**config.mk**
```make
export PLATFORM = sky130hd
export DESIGN_NAME = mem_port_arbiter_flat
export DESIGN_NICKNAME = d
export VERILOG_FILES = /design/src/rtl/mem_port_arbiter_if.sv /design/src/rtl/mem_port_arbiter.sv /design/src/flat_wrapper.sv
export SDC_FILE = /design/constraint.sdc
export NUM_CORES = 1
export LEC_CHECK = 0
export ABC_AREA = 1
export ABC_CLOCK_PERIOD_IN_PS = 4000
export CORE_MARGIN = 1
export CORE_UTILIZATION = 40
export CTS_CLUSTER_DIAMETER = 200
export DETAILED_ROUTE_END_ITERATION = 8
export PLACE_DENSITY = 0.77
export SLEW_MARGIN = 5
export SYNTH_ARGS = -nofsm -noshare
export SYNTH_HDL_FRONTEND = slang
export SYNTH_SLANG_ARGS = --single-unit
```
**constraint.sdc**
```tcl
create_clock -name clk -period 4 [get_ports clk]
set_clock_uncertainty 0.15 [all_clocks]
set_input_delay 0.8 -clock clk [delete_from_list [all_inputs] [get_ports clk]]
set_output_delay 0.8 -clock clk [all_outputs]
set_load 0.005 [all_outputs]
```
**src/rtl/mem_port_arbiter_if.sv**
```systemverilog
// Bundle of the fetch, data and memory-side signals around mem_port_arbiter.
// The slave modport is the arbiter's view; master is the pipeline/memory side.
interface mem_port_arbiter_if #(
  parameter int ADDR_W = 32
);
  logic              if_req;
  logic [ADDR_W-1:0] if_addr;
  logic              if_gnt;
  logic              if_valid;
  logic [31:0]       if_rdata;

  logic              d_req;
  logic              d_we;
  logic [ADDR_W-1:0] d_addr;
  logic [31:0]       d_wdata;
  logic [3:0]        d_be;
  logic              d_gnt;
  logic              d_valid;
  logic [31:0]       d_rdata;

  logic              m_en;
  logic              m_we;
  logic [ADDR_W-1:0] m_addr;
  logic [31:0]       m_wdata;
  logic [3:0]        m_be;
  logic [31:0]       m_rdata;

  modport slave (
    input  if_req, if_addr, d_req, d_we, d_addr, d_wdata, d_be, m_rdata,
    output if_gnt, if_valid, if_rdata, d_gnt, d_valid, d_rdata,
           m_en, m_we, m_addr, m_wdata, m_be
  );

  modport master (
    output if_req, if_addr, d_req, d_we, d_addr, d_wdata, d_be, m_rdata,
    input  if_gnt, if_valid, if_rdata, d_gnt, d_valid, d_rdata,
           m_en, m_we, m_addr, m_wdata, m_be
  );
endinterface

```
**src/rtl/mem_port_arbiter.sv**
```systemverilog
// Arbitrates one single-ported memory between instruction fetch and data load/store.
// Data wins by default; a consecutive-data-grant limit guarantees fetch progress.
module mem_port_arbiter #(
  parameter int ADDR_W       = 32,
  parameter int RD_LAT       = 2,
  parameter int MAX_D_STREAK = 4
) (
  input logic               clk,
  input logic               rst,
  mem_port_arbiter_if.slave bus
);
  typedef enum logic {IDLE, WAIT} state_t;

  localparam logic [2:0] CNT_LOAD   = 3'(RD_LAT - 1);
  localparam logic [3:0] STREAK_MAX = 4'(MAX_D_STREAK);

  state_t            state_q, state_d;
  logic [2:0]        cnt_q, cnt_d;
  logic [3:0]        streak_q;
  logic              owner_d_q;
  logic              grant_if, grant_d, capture;
  logic              if_valid_q, d_valid_q;
  logic [31:0]       if_rdata_q, d_rdata_q;
  logic [ADDR_W-1:0] m_addr_q, m_addr_nx;
  logic [31:0]       m_wdata_q, m_wdata_nx;
  logic [3:0]        m_be_q, m_be_nx;

  // Grants only happen in IDLE; stores complete without a WAIT phase.
  always_comb begin
    state_d  = state_q;
    cnt_d    = cnt_q;
    grant_if = 1'b0;
    grant_d  = 1'b0;
    capture  = 1'b0;
    if (!rst) begin
      case (state_q)
        IDLE: begin
          if (bus.d_req && !(bus.if_req && streak_q == STREAK_MAX)) begin
            grant_d = 1'b1;
            if (!bus.d_we) begin
              state_d = WAIT;
              cnt_d   = CNT_LOAD;
            end
          end else if (bus.if_req) begin
            grant_if = 1'b1;
            state_d  = WAIT;
            cnt_d    = CNT_LOAD;
          end
        end
        WAIT: begin
          if (cnt_q == 3'd0) begin
            capture = 1'b1;
            state_d = IDLE;
          end else begin
            cnt_d = cnt_q - 3'd1;
          end
        end
        default: state_d = IDLE;
      endcase
    end
  end

  always_comb begin
    m_addr_nx  = m_addr_q;
    m_wdata_nx = m_wdata_q;
    m_be_nx    = m_be_q;
    if (grant_d) begin
      m_addr_nx  = bus.d_addr;
      m_wdata_nx = bus.d_wdata;
      m_be_nx    = bus.d_be;
    end else if (grant_if) begin
      m_addr_nx = bus.if_addr;
      m_be_nx   = 4'b1111;
    end
  end

  assign bus.if_gnt   = grant_if;
  assign bus.d_gnt    = grant_d;
  assign bus.m_en     = grant_if | grant_d;
  assign bus.m_we     = grant_d & bus.d_we;
  assign bus.m_addr   = m_addr_nx;
  assign bus.m_wdata  = m_wdata_nx;
  assign bus.m_be     = m_be_nx;
  assign bus.if_valid = if_valid_q;
  assign bus.d_valid  = d_valid_q;
  assign bus.if_rdata = if_rdata_q;
  assign bus.d_rdata  = d_rdata_q;

  always_ff @(posedge clk) begin
    if (rst) begin
      state_q    <= IDLE;
      cnt_q      <= 3'd0;
      streak_q   <= 4'd0;
      owner_d_q  <= 1'b0;
      if_valid_q <= 1'b0;
      d_valid_q  <= 1'b0;
      if_rdata_q <= 32'd0;
      d_rdata_q  <= 32'd0;
      m_addr_q   <= '0;
      m_wdata_q  <= 32'd0;
      m_be_q     <= 4'd0;
    end else begin
      state_q    <= state_d;
      cnt_q      <= cnt_d;
      m_addr_q   <= m_addr_nx;
      m_wdata_q  <= m_wdata_nx;
      m_be_q     <= m_be_nx;
      if_valid_q <= capture & ~owner_d_q;
      d_valid_q  <= (grant_d & bus.d_we) | (capture & owner_d_q);
      if (grant_d || grant_if) begin
        owner_d_q <= grant_d;
      end
      if (capture && owner_d_q) begin
        d_rdata_q <= bus.m_rdata;
      end
      if (capture && !owner_d_q) begin
        if_rdata_q <= bus.m_rdata;
      end
      // A waiting fetch is what makes a data win count toward the limit.
      if (state_q == IDLE) begin
        if (grant_d && bus.if_req) begin
          streak_q <= (streak_q == 4'hF) ? streak_q : streak_q + 4'd1;
        end else if (grant_if || !bus.if_req) begin
          streak_q <= 4'd0;
        end
      end
    end
  end
endmodule

```
**src/flat_wrapper.sv**
```systemverilog
// flat-port wrapper written by rule: the top's interface ports become plain ports
module mem_port_arbiter_flat 
#(
  parameter int ADDR_W       = 32,
  parameter int RD_LAT       = 2,
  parameter int MAX_D_STREAK = 4
)
  (clk, rst, bus_if_req, bus_if_addr, bus_d_req, bus_d_we, bus_d_addr, bus_d_wdata, bus_d_be, bus_m_rdata, bus_if_gnt, bus_if_valid, bus_if_rdata, bus_d_gnt, bus_d_valid, bus_d_rdata, bus_m_en, bus_m_we, bus_m_addr, bus_m_wdata, bus_m_be);
  mem_port_arbiter_if #(.ADDR_W(ADDR_W)) bus_i ();
  input logic clk;
  input logic rst;
  input wire logic [$bits(bus_i.if_req)-1:0] bus_if_req;
  input wire logic [$bits(bus_i.if_addr)-1:0] bus_if_addr;
  input wire logic [$bits(bus_i.d_req)-1:0] bus_d_req;
  input wire logic [$bits(bus_i.d_we)-1:0] bus_d_we;
  input wire logic [$bits(bus_i.d_addr)-1:0] bus_d_addr;
  input wire logic [$bits(bus_i.d_wdata)-1:0] bus_d_wdata;
  input wire logic [$bits(bus_i.d_be)-1:0] bus_d_be;
  input wire logic [$bits(bus_i.m_rdata)-1:0] bus_m_rdata;
  output wire logic [$bits(bus_i.if_gnt)-1:0] bus_if_gnt;
  output wire logic [$bits(bus_i.if_valid)-1:0] bus_if_valid;
  output wire logic [$bits(bus_i.if_rdata)-1:0] bus_if_rdata;
  output wire logic [$bits(bus_i.d_gnt)-1:0] bus_d_gnt;
  output wire logic [$bits(bus_i.d_valid)-1:0] bus_d_valid;
  output wire logic [$bits(bus_i.d_rdata)-1:0] bus_d_rdata;
  output wire logic [$bits(bus_i.m_en)-1:0] bus_m_en;
  output wire logic [$bits(bus_i.m_we)-1:0] bus_m_we;
  output wire logic [$bits(bus_i.m_addr)-1:0] bus_m_addr;
  output wire logic [$bits(bus_i.m_wdata)-1:0] bus_m_wdata;
  output wire logic [$bits(bus_i.m_be)-1:0] bus_m_be;
  assign bus_i.if_req = bus_if_req;
  assign bus_i.if_addr = bus_if_addr;
  assign bus_i.d_req = bus_d_req;
  assign bus_i.d_we = bus_d_we;
  assign bus_i.d_addr = bus_d_addr;
  assign bus_i.d_wdata = bus_d_wdata;
  assign bus_i.d_be = bus_d_be;
  assign bus_i.m_rdata = bus_m_rdata;
  assign bus_if_gnt = bus_i.if_gnt;
  assign bus_if_valid = bus_i.if_valid;
  assign bus_if_rdata = bus_i.if_rdata;
  assign bus_d_gnt = bus_i.d_gnt;
  assign bus_d_valid = bus_i.d_valid;
  assign bus_d_rdata = bus_i.d_rdata;
  assign bus_m_en = bus_i.m_en;
  assign bus_m_we = bus_i.m_we;
  assign bus_m_addr = bus_i.m_addr;
  assign bus_m_wdata = bus_i.m_wdata;
  assign bus_m_be = bus_i.m_be;
  mem_port_arbiter #(.ADDR_W(ADDR_W), .RD_LAT(RD_LAT), .MAX_D_STREAK(MAX_D_STREAK)) u_core (.clk(clk), .rst(rst), .bus(bus_i));
endmodule
```
# [After elaboration in Yosys (flattened, before gate mapping)]
# Cells that the tools add are included.
[classes] n_addsub=2 n_mul=0 n_div=0 magnitude_cmp=0 n_eq_ne=6 shift=0 muxes=27 bitwise_logic=7 n_reduce_logical=14
[op_table] cell="$mux W32" count=3
[op_table] cell="$mux W4" count=5
[op_table] cell="$mux W1" count=13
[op_table] cell="$mux W3" count=4
[op_table] cell="$pmux W3 S2" count=1
[op_table] cell="$reduce_and A3 Y1" count=2
[op_table] cell="$logic_and A1 B1 Y1" count=5
[op_table] cell="$add A4 B1 Y4 const B" count=1
[op_table] cell="$eq A4 B3 Y1 const B" count=1
[op_table] cell="$eq A4 B4 Y1 const B" count=1
[op_table] cell="$ne A2 B2 Y1 const B" count=2
[op_table] cell="$and A1 B1 Y1" count=3
[op_table] cell="$logic_not A1 Y1" count=3
[op_table] cell="$logic_not A3 Y1" count=1
[op_table] cell="$ne A3 B2 Y1 const B" count=1
[op_table] cell="$ne A3 B3 Y1 const B" count=1
[op_table] cell="$sub A3 B1 Y3 const B" count=1
[op_table] cell="$logic_or A1 B1 Y1" count=2
[op_table] cell="$not A1 Y1" count=2
[op_table] cell="$or A1 B1 Y1" count=2
[op_table] cell="$pmux W1 S2" count=1
[op_table] cell="$reduce_bool A2 Y1" count=1
[word_totals] register_bits=143 latchBits=0 ramBits=0 romBits=0 input_bits=137 out_inout_bits=138 wordCells=67 mem_count=0

# [Longest topological paths before layout]
# Gate-level depths: netlist of the first run.
[depth] ltp_word=10 depth_mapped=13 ltp_nobuf=12

# [Worst setup path after synthesis of the first run]
# No wires, ideal clock.
[synth_timing] path_kind="input-to-output" from="input port bus_if_req" to="output port bus_m_be[0]" arrival_ps=1677 t_required_ps=3050 slack_ps=1373 stages=10 n_path_buf=0 cell_sequence="nand2_1 inv_1 nand2_2 nand2_2 nand3_4 clkinv_2 nor2_1 nand2_1 o21ai_0 inv_1"
[synth_between] elab_chain_cells=8 elab_cells_between_ends=12 classes_between="mux: 9; reduce/logical: 3"
[synth_lines] element="start: declaration" line_no="flat_wrapper.sv:12" rtl="input wire logic [$bits(bus_i.if_req)-1:0] bus_if_req;"
[synth_lines] element="$logic_and A1 B1 Y1" line_no="mem_port_arbiter.sv:38" rtl="if (bus.d_req && !(bus.if_req && streak_q == STREAK_MAX)) begin"
[synth_lines] element="$logic_not A1 Y1" line_no="mem_port_arbiter.sv:38"
[synth_lines] element="$logic_and A1 B1 Y1" line_no="mem_port_arbiter.sv:38"
[synth_lines] element="$mux W1" line_no="mem_port_arbiter.sv:38"
[synth_lines] element="$mux W1" line_no="mem_port_arbiter.sv:36" rtl="case (state_q)"
[synth_lines] element="$mux W1" line_no="mem_port_arbiter.sv:35" rtl="if (!rst) begin"
[synth_lines] element="$mux W4" line_no="mem_port_arbiter.sv:71" rtl="end else if (grant_if) begin"
[synth_lines] element="$mux W4 (*)" line_no="mem_port_arbiter.sv:67" rtl="if (grant_d) begin"
[synth_lines] element="end: declaration" line_no="flat_wrapper.sv:30" rtl="output wire logic [$bits(bus_i.m_be)-1:0] bus_m_be;"
# Every way passes the cells marked *; elsewhere a longest branch is shown, timed or not.

# [Final worst setup path of the first run]
[layout_timing] from="input port bus_if_req" to="output port bus_m_wdata[12]"
[layout_between] elab_chain_cells=7
[layout_lines] element="$logic_and A1 B1 Y1" line_no="mem_port_arbiter.sv:38"
[layout_lines] element="$logic_not A1 Y1" line_no="mem_port_arbiter.sv:38"
[layout_lines] element="$logic_and A1 B1 Y1" line_no="mem_port_arbiter.sv:38"
[layout_lines] element="$mux W1" line_no="mem_port_arbiter.sv:38"
[layout_lines] element="$mux W1" line_no="mem_port_arbiter.sv:36"
[layout_lines] element="$mux W1" line_no="mem_port_arbiter.sv:35"
[layout_lines] element="$mux W32" line_no="mem_port_arbiter.sv:67"
[layout_lines] element="end: declaration" line_no="flat_wrapper.sv:29" rtl="output wire logic [$bits(bus_i.m_wdata)-1:0] bus_m_wdata;"
# No other way between the ends.

==> results.py, run 1 <==
metrics = {
    "run_status": {
        "status": "complete, no violations",
    },
    "critical_path": {
        "crit_path_max_fanout": 21,
        "crit_family": "buffers and inverters",
        "slowest_stage": "clkdlybuf4s50_1",
        "reg2reg_to": "u_core.streak_q[1]",
        "worst-path-buf-inv": 5,
        "cp-startpoint": "bus_if_req",
        "cp.required_ns": 3.05,
        "endpoint_kind": "output port",
        "worstSetupPathType": "input port to output port",
        "worstSetupPathDepth": 10,
        "worst_setup_path_start_kind": "input port",
        "worstSetupEndpoint": "bus_m_wdata[12]",
        "reg2reg_depth": 13,
        "rrSetupSlack_ns": 1.76,
        "path_cells": "clkdlybuf4s50_1, nand2_1, inv_1, nand2_2, nand4_4, buf_4, nand2_1, inv_1, a21oi_1, clkdlybuf4s50_1",
        "cp_slowest_stage_delay_ns": 0.54,
        "timing.rr.start": "u_core.streak_q[0]",
        "cp.arrival_ns": 2.88,
    },
    "place": {
        "io_buffer_count": 274,
        "dp_slack_ns": 0.161,
        "globalplace.congestion": 0.812,
        "dp_hpwl_um": 12200,
        "dpl.cell_count": 1296,
    },
    "detailed_routing": {
        "drt-wirelength-per-cell_um": 13.4,
        "ant_nets": 0,
        "drt_wl_total_um": 17700,
        "drt-met1-wl_um": 7960,
        "drc": 0,
        "met2_length_um": 7810,
        "routed.top_layer": "met5",
        "wl_met3_um": 1730,
        "dr.first_iter.drc_count": 255,
        "drt-vias-per-instance": 4.61,
        "firstDrtPassIters": 4,
        "vias": 6123,
    },
    "logic_synthesis": {
        "synth_seq_cells": 143,
        "syn_inst": 878,
        "synth_top_area_share_pct": 46.5,
        "syn-cell-area_um2": 6150,
        "syn_nets": 1019,
        "yosys_warnings": 0,
        "synth.avg_cell_area_um2": 7.01,
        "synth_cell_type_count": 26,
        "synth_top_cell_by_area": "dfxtp_1",
        "yosysSeqAreaShare_pct": 46.5,
        "synth_area_leaders": "dfxtp_1 47%, nand2_1 16%, inv_1 8.9%",
    },
    "clocking": {
        "cts_sinks": 143,
        "cts-buffers-inserted": 17,
        "path_clk_slew_ns": 0.06,
        "clockBufferDepth": 2,
        "clk_latency_ns": 0.41,
        "cts_tree": "built",
        "htreeDepth": 4,
        "root_buffer": "clkbuf_16",
        "ctsHoldBuffers": 0,
    },
    "floorplan": {
        "die_area_um2": 15900,
        "core-area_um2": 14800,
        "num_rows": 44,
        "start_util_pct": 41.7,
        "fp.dieW_um": 126,
        "fp.dieH_um": 126,
        "io-pin-count": 275,
    },
    "power": {
        "pwr_density_cell_nw_per_um2": 422,
        "vdd_drop_max_mv": 0.291,
        "leakage_uw": 0.00441,
        "total_power_uw": 4080,
    },
    "final_layout": {
        "final_cell_count_no_fill": 1328,
        "nets": 1272,
        "drive_above_1_share_pct": 5.16,
        "area_growth_pct": 57.1,
    },
    "sta": {
        "whs_ns": 0.309,
        "finalCriticalPeriod_ns": 3.83,
        "setup_viol": 0,
        "min_period_over_period_pct": 95.8,
        "worst_slew_pin_slew_ns": 1.03,
        "final-hold-violation-count": 0,
        "slew_violations": 0,
        "fin_tns_setup_ns": 0,
        "max_freq_ghz": 0.261,
        "setup_slack_ns": 0.169,
        "rsz0062_at_grt": "no",
        "slew_headroom_pct": 31.0,
    },
    "global_routing": {
        "grt_overflow": 0,
        "grt_pass1_wl_um": 28600,
        "grt_usage_pct": 22.7,
        "grt_max_degree": 76,
        "antenna_found_initial": 2,
        "grt_pass1_vias": 5688,
    },
    "job": {
        "drv_cap": 0,
    },
    "min_path": {
        "hold_path_class": "flop to flop",
    },
}
==> how the worst min path moves through the flow <==
stage,from,to,slack (ns),depth (start not counted)
floorplan,u_core.cnt_q[1],u_core.cnt_q[1],0.29,2
global placement,u_core.cnt_q[1],u_core.cnt_q[1],0.30,2
detailed placement,u_core.cnt_q[1],u_core.cnt_q[1],0.30,2
CTS,u_core.cnt_q[1],u_core.cnt_q[1],0.31,2
global route,u_core.bus.d_rdata[27],u_core.bus.d_rdata[27],0.33,2
finish,u_core.cnt_q[1],u_core.cnt_q[1],0.31,2
==> flip-flops by register name, indices dropped and copies added (netlist names) <==
name	count
u_core.bus.d_rdata	32
u_core.bus.if_rdata	32
u_core.m_addr_q	32
u_core.m_wdata_q	32
u_core.m_be_q	4
u_core.streak_q	4
u_core.cnt_q	3
u_core.bus.d_valid	1
u_core.bus.if_valid	1
u_core.owner_d_q	1
u_core.state_q	1
==> area by class of cell <==
cell class                      instances  area [µm²]
Tap cell                              184         230
Multi-Input combinational cell        534        2470
Sequential cell                       143        2860
Clock buffer                           21         460
Inverter                              149         561
Timing Repair Buffer                  286        2890
Fill cell                            1293        5090
Clock inverter                         10         185
Antenna cell                            1        2.50
==> power by group <==
group,switching [µW],internal [µW]
Sequential,35.1,1520
Clock,588,1140
Combinational,350,448
Total,973,3100
==> layout by cell type, fill, tap and decap left out, types with 3 or more instances in the layout <==
master / synthesis / final
nand2_1: 267 / 267
o21ai_0: 41 / 41
buf_12: 0 / 5
a21oi_2: 4 / 4
a211oi_1: 32 / 32
inv_1: 146 / 146
clkinv_2: 1 / 3
buf_4: 2 / 7
clkdlybuf4s50_1: 0 / 273
dfxtp_1: 143 / 143
nor2_1: 43 / 42
ha_1: 4 / 4
a21oi_1: 41 / 41
nand3_1: 65 / 65
o21ai_1: 24 / 24
clkbuf_16: 0 / 17
bufinv_16: 0 / 5
==> worst min-delay path, cell delays in order (launching register included) <==
cell and delay [ns]:
dfxtp_1 0.30, nand2_1 0.06, a21oi_1 0.05
==> logic make-up (layout without fill, tap and decap cells) <==
kind of cell	after synthesis	in the layout	synth area share, %
buffers and inverters	201	466	13.5
and+or+nand+nor	386	386	25.8
xor gates and xnor gates	2	2	0.285
DFF	143	143	46.5
other	0	1	0
AOI/OAI and AO/OA	142	142	13.1
adders and majority gates	4	4	0.814
==> synth_stat cells <==
library cell,count
a211oi_1,32
a21oi_1,41
a21oi_2,4
buf_1,5
buf_2,12
buf_4,2
buf_6,7
clkbuf_1,26
clkinv_2,1
dfxtp_1,143
ha_1,4
inv_1,146
inv_2,2
nand2_1,267
nand2_2,2
nand3_1,65
nand3_4,1
nand4_4,1
nor2_1,43
nor2_2,2
nor3_1,1
nor3b_1,2
o21ai_0,41
o21ai_1,24
or2_2,2
xor2_1,2
==> per-layer routing <==
layer	GRT usage, %	vias up
met5	0	-
met4	7.58	2
li1	-	3233
met1	27.8	2661
met3	9.18	20
met2	36.2	207
==> through the flow <==
| step | cell area (µm²) | util [%] |
|---|---|---|
| after floorplan | 6150 | - |
| after global placement | 9010 | 61.1 |
| after detailed placement | 9010 | 61.1 |
| after CTS | 9660 | 65.5 |
| after global routing | 9660 | 65.5 |
| final | 9660 | 65.5 |
==> what timing repair did <==
action,4_1_cts,5_1_grt
gates resized for setup,0,1
setup buffers,0,0
endpoints found under the setup margin,0,1
Power figures use the tool's default switching activity.
==> run 2, diff against run 1 <==
- ABC_CLOCK_PERIOD_IN_PS: 4000 -> 4700
- clock period: 4 -> 4.7 ns (I/O delays scaled with it)
==> results.py, run 2 (synthesized netlist as in run 1, its figures left out) <==
metrics = {
    "run_status": {
        "status": "complete, no violations",
    },
    "place": {
        "dp_slack_ns": 0.414,
        "globalplace.congestion": 0.797,
        "io_buffer_count": 274,
        "dpl.cell_count": 1296,
        "dpl-instance-area_um2": 8990,
        "dp_hpwl_um": 12200,
    },
    "floorplan": {
        "core-area_um2": 14800,
        "fp.dieH_um": 126,
        "num_rows": 44,
        "fp.dieW_um": 126,
        "die_area_um2": 15900,
        "start_util_pct": 41.7,
        "io-pin-count": 275,
    },
    "global_routing": {
        "grt_usage_pct": 23.3,
        "grt_overflow": 0,
        "grt_pass1_wl_um": 29300,
        "grt_pass1_vias": 5911,
        "grt_max_degree": 76,
        "antenna_found_initial": 1,
    },
    "clocking": {
        "root_buffer": "clkbuf_16",
        "cts_setup_buffers": 0,
        "ctsResizeCount": 0,
        "path_clk_slew_ns": 0.05,
        "ctsHoldBuffers": 0,
        "clockBufferDepth": 2,
        "cts_tree": "built",
        "clk_latency_ns": 0.41,
        "cts-buffers-inserted": 17,
        "cts_sinks": 143,
        "htreeDepth": 4,
    },
    "sta": {
        "fin_tns_setup_ns": 0,
        "worst_slew_pin_slew_ns": 1.04,
        "final-hold-violation-count": 0,
        "slew_headroom_pct": 30.5,
        "finalCriticalPeriod_ns": 4.26,
        "rsz0062_at_grt": "no",
        "min_period_over_period_pct": 90.7,
        "setup_viol": 0,
        "slew_violations": 0,
        "setup_slack_ns": 0.438,
        "max_freq_ghz": 0.235,
    },
    "min_path": {
        "hold_end": "u_core.cnt_q[1]",
        "min_path_cells": 2,
        "hold_path_class": "flop to flop",
        "hold_start": "u_core.cnt_q[1]",
    },
    "critical_path": {
        "crit_path_max_fanout": 17,
        "reg2reg_to": "u_core.streak_q[1]",
        "timing.rr.start": "u_core.streak_q[0]",
        "worst_setup_path_start_kind": "input port",
        "reg2reg_depth": 13,
        "worstSetupPathType": "input port to output port",
        "rrSetupSlack_ns": 2.42,
        "endpoint_kind": "output port",
        "cp.arrival_ns": 3.17,
        "cp.required_ns": 3.61,
    },
    "final_layout": {
        "final_cell_count_no_fill": 1326,
        "multi_input_area_um2": 2470,
        "register_area_um2": 2860,
        "fill_cells": 1310,
        "area_growth_pct": 56.5,
        "nets": 1272,
        "final_common_cell": "clkdlybuf4s50_1",
        "diodes": 0,
        "drive_above_1_share_pct": 5.08,
        "mostFrequentLayoutCells": "273 x clkdlybuf4s50_1, 267 x nand2_1, 146 x inv_1",
        "fin_area_um2": 9630,
    },
    "power": {
        "pwr_density_cell_nw_per_um2": 360,
        "pwr-share-comb_pct": 19.5,
        "power_frac_seq_pct": 38.2,
        "leakage_uw": 0.00438,
        "p_int_uw": 2640,
        "power_switching_uw": 829,
        "clock_power_share_pct": 42.3,
        "vdd_drop_max_mv": 0.214,
        "total_power_uw": 3470,
        "p_sw_share_pct": 23.9,
    },
    "detailed_routing": {
        "ant_nets": 0,
        "drt-wirelength-per-cell_um": 13.4,
        "drt-vias-per-instance": 4.62,
        "dr.first_iter.drc_count": 288,
        "drt_wl_total_um": 17700,
        "vias": 6121,
        "drc": 0,
        "firstDrtPassIters": 4,
    },
    "job": {
        "drv_cap": 0,
    },
}
-- run 2: cell count changes in the layout (fill, tap and decap cells not counted), sizes merged --
cell      delta
clkinv       -2
clkinvlp     +2
clkbuf       -1
diode        -1
-- run 2: per-layer routing --
| layer | global-route usage [%] | share of wire [%] | vias to the layer above |
|---|---|---|---|
| li1 | - | - | 3222 |
| met1 | 27.0 | 43 | 2666 |
| met2 | 38.3 | 45 | 211 |
| met3 | 10.0 | 10 | 22 |
| met4 | 8.08 | 1.5 | 0 |
| met5 | 0 | 0 | - |
-- run 2: worst max path at each step --
stage                   to       start  depth (start not counted)
3_3_place_gp   bus_m_be[0]  bus_if_req                         12
5_1_grt        bus_m_be[3]  bus_if_req                         12
2_1_floorplan  bus_m_be[0]  bus_if_req                         10
3_5_place_dp   bus_m_be[0]  bus_if_req                         12
6_report       bus_m_be[0]  bus_if_req                         12
4_1_cts        bus_m_be[0]  bus_if_req                         12
-- run 2: power groups by stage --
stage / logic, µW / clock network, µW / registers [µW]
4_1_cts: 680 / 1500 / 1320
3_3_place_gp: 668 / 0 / 1350
2_1_floorplan: 288 / 0 / 1350
5_1_grt: 751 / 1550 / 1330
3_5_place_dp: 675 / 0 / 1350
6_report: 674 / 1470 / 1320
-- run 2: worst max-delay path: stages --
cell             delay [ns]
clkdlybuf4s50_1        0.50
nand2_1                0.10
inv_1                  0.05
nand2_2                0.11
nand2_2                0.08
nand3_4                0.07
clkinv_2               0.24
nor2_1                 0.35
nand2_1                0.09
o21ai_0                0.11
inv_1                  0.06
clkdlybuf4s50_1        0.46
-- run 2: per-stage QoR --
step	hold slack [ns]	utilization (%)
2_1_floorplan	0.289	-
3_3_place_gp	0.300	60.9
3_5_place_dp	0.307	60.9
4_1_cts	0.315	65.3
5_1_grt	0.331	65.3
6_report	0.311	65.3
-- run 2: final cells by class --
cell class	instances	area share (%)
clock buffer	20	4.74
sequential	143	29.7
multi-input combinational	534	25.6
clock inverter	10	1.94
tap	184	2.39
timing repair buffer	286	29.8
inverter	149	5.82
==> run 3, diff against run 2 <==
- GPL_TIMING_DRIVEN: not set -> 0
==> results.py, run 3 (synthesized netlist as in run 1, its figures left out) <==
metrics = {
    "global_routing": {
        "grt_pass1_vias": 6036,
        "grt_usage_pct": 24.6,
        "grt_overflow": 0,
        "grt_max_degree": 17,
        "antenna_found_initial": 0,
        "grt_pass1_wl_um": 30400,
    },
    "critical_path": {
        "endpoint_kind": "output port",
        "cpMostUsedCell": "nand2_1",
        "reg2reg_depth": 8,
        "worstSetupPathDepth": 10,
        "worst-path-buf-inv": 5,
        "path_cells": "clkdlybuf4s50_1, nand2_1, inv_1, nand2_2, nand4_4, buf_4, buf_2, nand2_1, nand2_1, clkdlybuf4s50_1",
        "worst_setup_path_start_kind": "input port",
        "cp.required_ns": 3.61,
        "worstSetupPathType": "input port to output port",
        "cp.arrival_ns": 3.15,
        "crit_family": "buffers and inverters",
        "slowest_stage": "clkdlybuf4s50_1",
        "crit_path_max_fanout": 10,
        "cp_slowest_stage_delay_ns": 0.58,
    },
    "power": {
        "p_sw_share_pct": 25.3,
        "p_int_uw": 2560,
        "power_frac_seq_pct": 38.6,
        "vdd_drop_max_mv": 0.247,
        "total_power_uw": 3430,
        "leakage_uw": 0.00444,
        "clock_power_share_pct": 41.1,
        "pwr_density_cell_nw_per_um2": 352,
        "power_switching_uw": 870,
        "pwr-share-comb_pct": 20.3,
    },
    "clocking": {
        "clk_latency_ns": 0.41,
        "htreeDepth": 4,
        "ctsHoldBuffers": 0,
        "cts_tree": "built",
        "root_buffer": "clkbuf_16",
        "cts_setup_buffers": 0,
        "path_clk_slew_ns": 0.06,
        "cts_sinks": 143,
        "cts-buffers-inserted": 17,
        "clockBufferDepth": 2,
        "ctsResizeCount": 0,
    },
    "sta": {
        "final-hold-violation-count": 0,
        "whs_ns": 0.310,
        "slew_violations": 0,
        "rsz0062_at_grt": "no",
        "setup_viol": 0,
        "worst_slew_pin_slew_ns": 0.701,
        "min_period_over_period_pct": 90.2,
        "slew_headroom_pct": 53.3,
        "fin_tns_setup_ns": 0,
        "max_freq_ghz": 0.236,
        "finalCriticalPeriod_ns": 4.24,
    },
    "detailed_routing": {
        "ant_nets": 0,
        "vias": 6411,
        "firstDrtPassIters": 5,
        "drt_wl_total_um": 19300,
        "drt-wirelength-per-cell_um": 14.1,
        "drt-vias-per-instance": 4.69,
        "dr.first_iter.drc_count": 272,
        "drc": 0,
    },
    "final_layout": {
        "final_common_cell": "clkdlybuf4s50_1",
        "final_cell_count_no_fill": 1367,
        "diodes": 0,
        "area_growth_pct": 58.4,
        "fill_cells": 1329,
        "register_area_um2": 2860,
        "multi_input_area_um2": 2460,
        "nets": 1312,
        "drive_above_1_share_pct": 5.66,
        "mostFrequentLayoutCells": "274 x clkdlybuf4s50_1, 267 x nand2_1, 146 x inv_1",
    },
    "place": {
        "globalplace.congestion": 0.826,
        "io_buffer_count": 274,
        "dp_hpwl_um": 14500,
        "dpl.cell_count": 1336,
    },
    "floorplan": {
        "fp.dieH_um": 126,
        "die_area_um2": 15900,
        "io-pin-count": 275,
        "start_util_pct": 41.7,
        "fp.dieW_um": 126,
        "core-area_um2": 14800,
        "num_rows": 44,
    },
    "run_status": {
        "status": "complete, no violations",
    },
    "min_path": {
        "min_path_cells": 2,
        "hold_path_class": "flop to flop",
    },
    "job": {
        "drv_cap": 0,
    },
}
run 3: changes by cell type in the layout (fill, tap and decap cells not counted), moves of 3 or more:
cell      change
clkbuf_1     +25
buf_2        +11
buf_4         -7
buf_12        -3
buf_6         +7
buf_1         +5
run 3: power by group through the flow:
stage	Combinational (µW)	Sequential [µW]	Clock (µW)
floorplan	288	1350	0
global placement	689	1350	0
detailed placement	698	1350	0
CTS	702	1320	1440
global route	767	1330	1490
finish	697	1320	1410
run 3: layout make-up:
type | instances | share of cell area, %
Clock buffer | 17 | 4.37
Tap cell | 184 | 2.36
Buffer | 52 | 2.77
Multi-Input combinational cell | 534 | 25.2
Sequential cell | 143 | 29.4
Timing Repair Buffer | 274 | 28.1
Clock inverter | 14 | 1.98
Inverter | 149 | 5.75
run 3: final timing paths:
kind,startpoint,end,slack [ns]
setup / recovery,bus_if_req,bus_m_addr[20],0.46
hold / removal,u_core.cnt_q[1],u_core.cnt_q[1],0.31
setup reg to reg,u_core.cnt_q[0],u_core.bus.if_rdata[29],2.60
hold reg to reg,u_core.cnt_q[1],u_core.cnt_q[1],0.31
run 3: routing by layer:
| layer | GRT usage, % | vias to the layer above | routed length [µm] |
|---|---|---|---|
| met3 | 10.0 | 20 | 1940 |
| met4 | 8.22 | 0 | 240 |
| met1 | 28.2 | 2861 | 8070 |
| met2 | 41.4 | 225 | 9050 |
| met5 | 0 | - | 0 |
| li1 | - | 3305 | - |
run 3: stage by stage:
stage / util [%] / setup slack [ns] / cell area, µm²
6_report: 66.0 / 0.462 / 9740
2_1_floorplan: - / 1.79 / 6150
5_1_grt: 66.0 / 0.276 / 9740
4_1_cts: 66.0 / 0.439 / 9740
3_3_place_gp: 61.8 / 0.461 / 9130
3_5_place_dp: 61.8 / 0.447 / 9130
run 3: worst min-delay path, delay by kind of cell (launching register included):
family,cells,cell delay [ns]
DFF,1,0.31
and+or+nand+nor,1,0.06
AOI/OAI and AO/OA,1,0.05
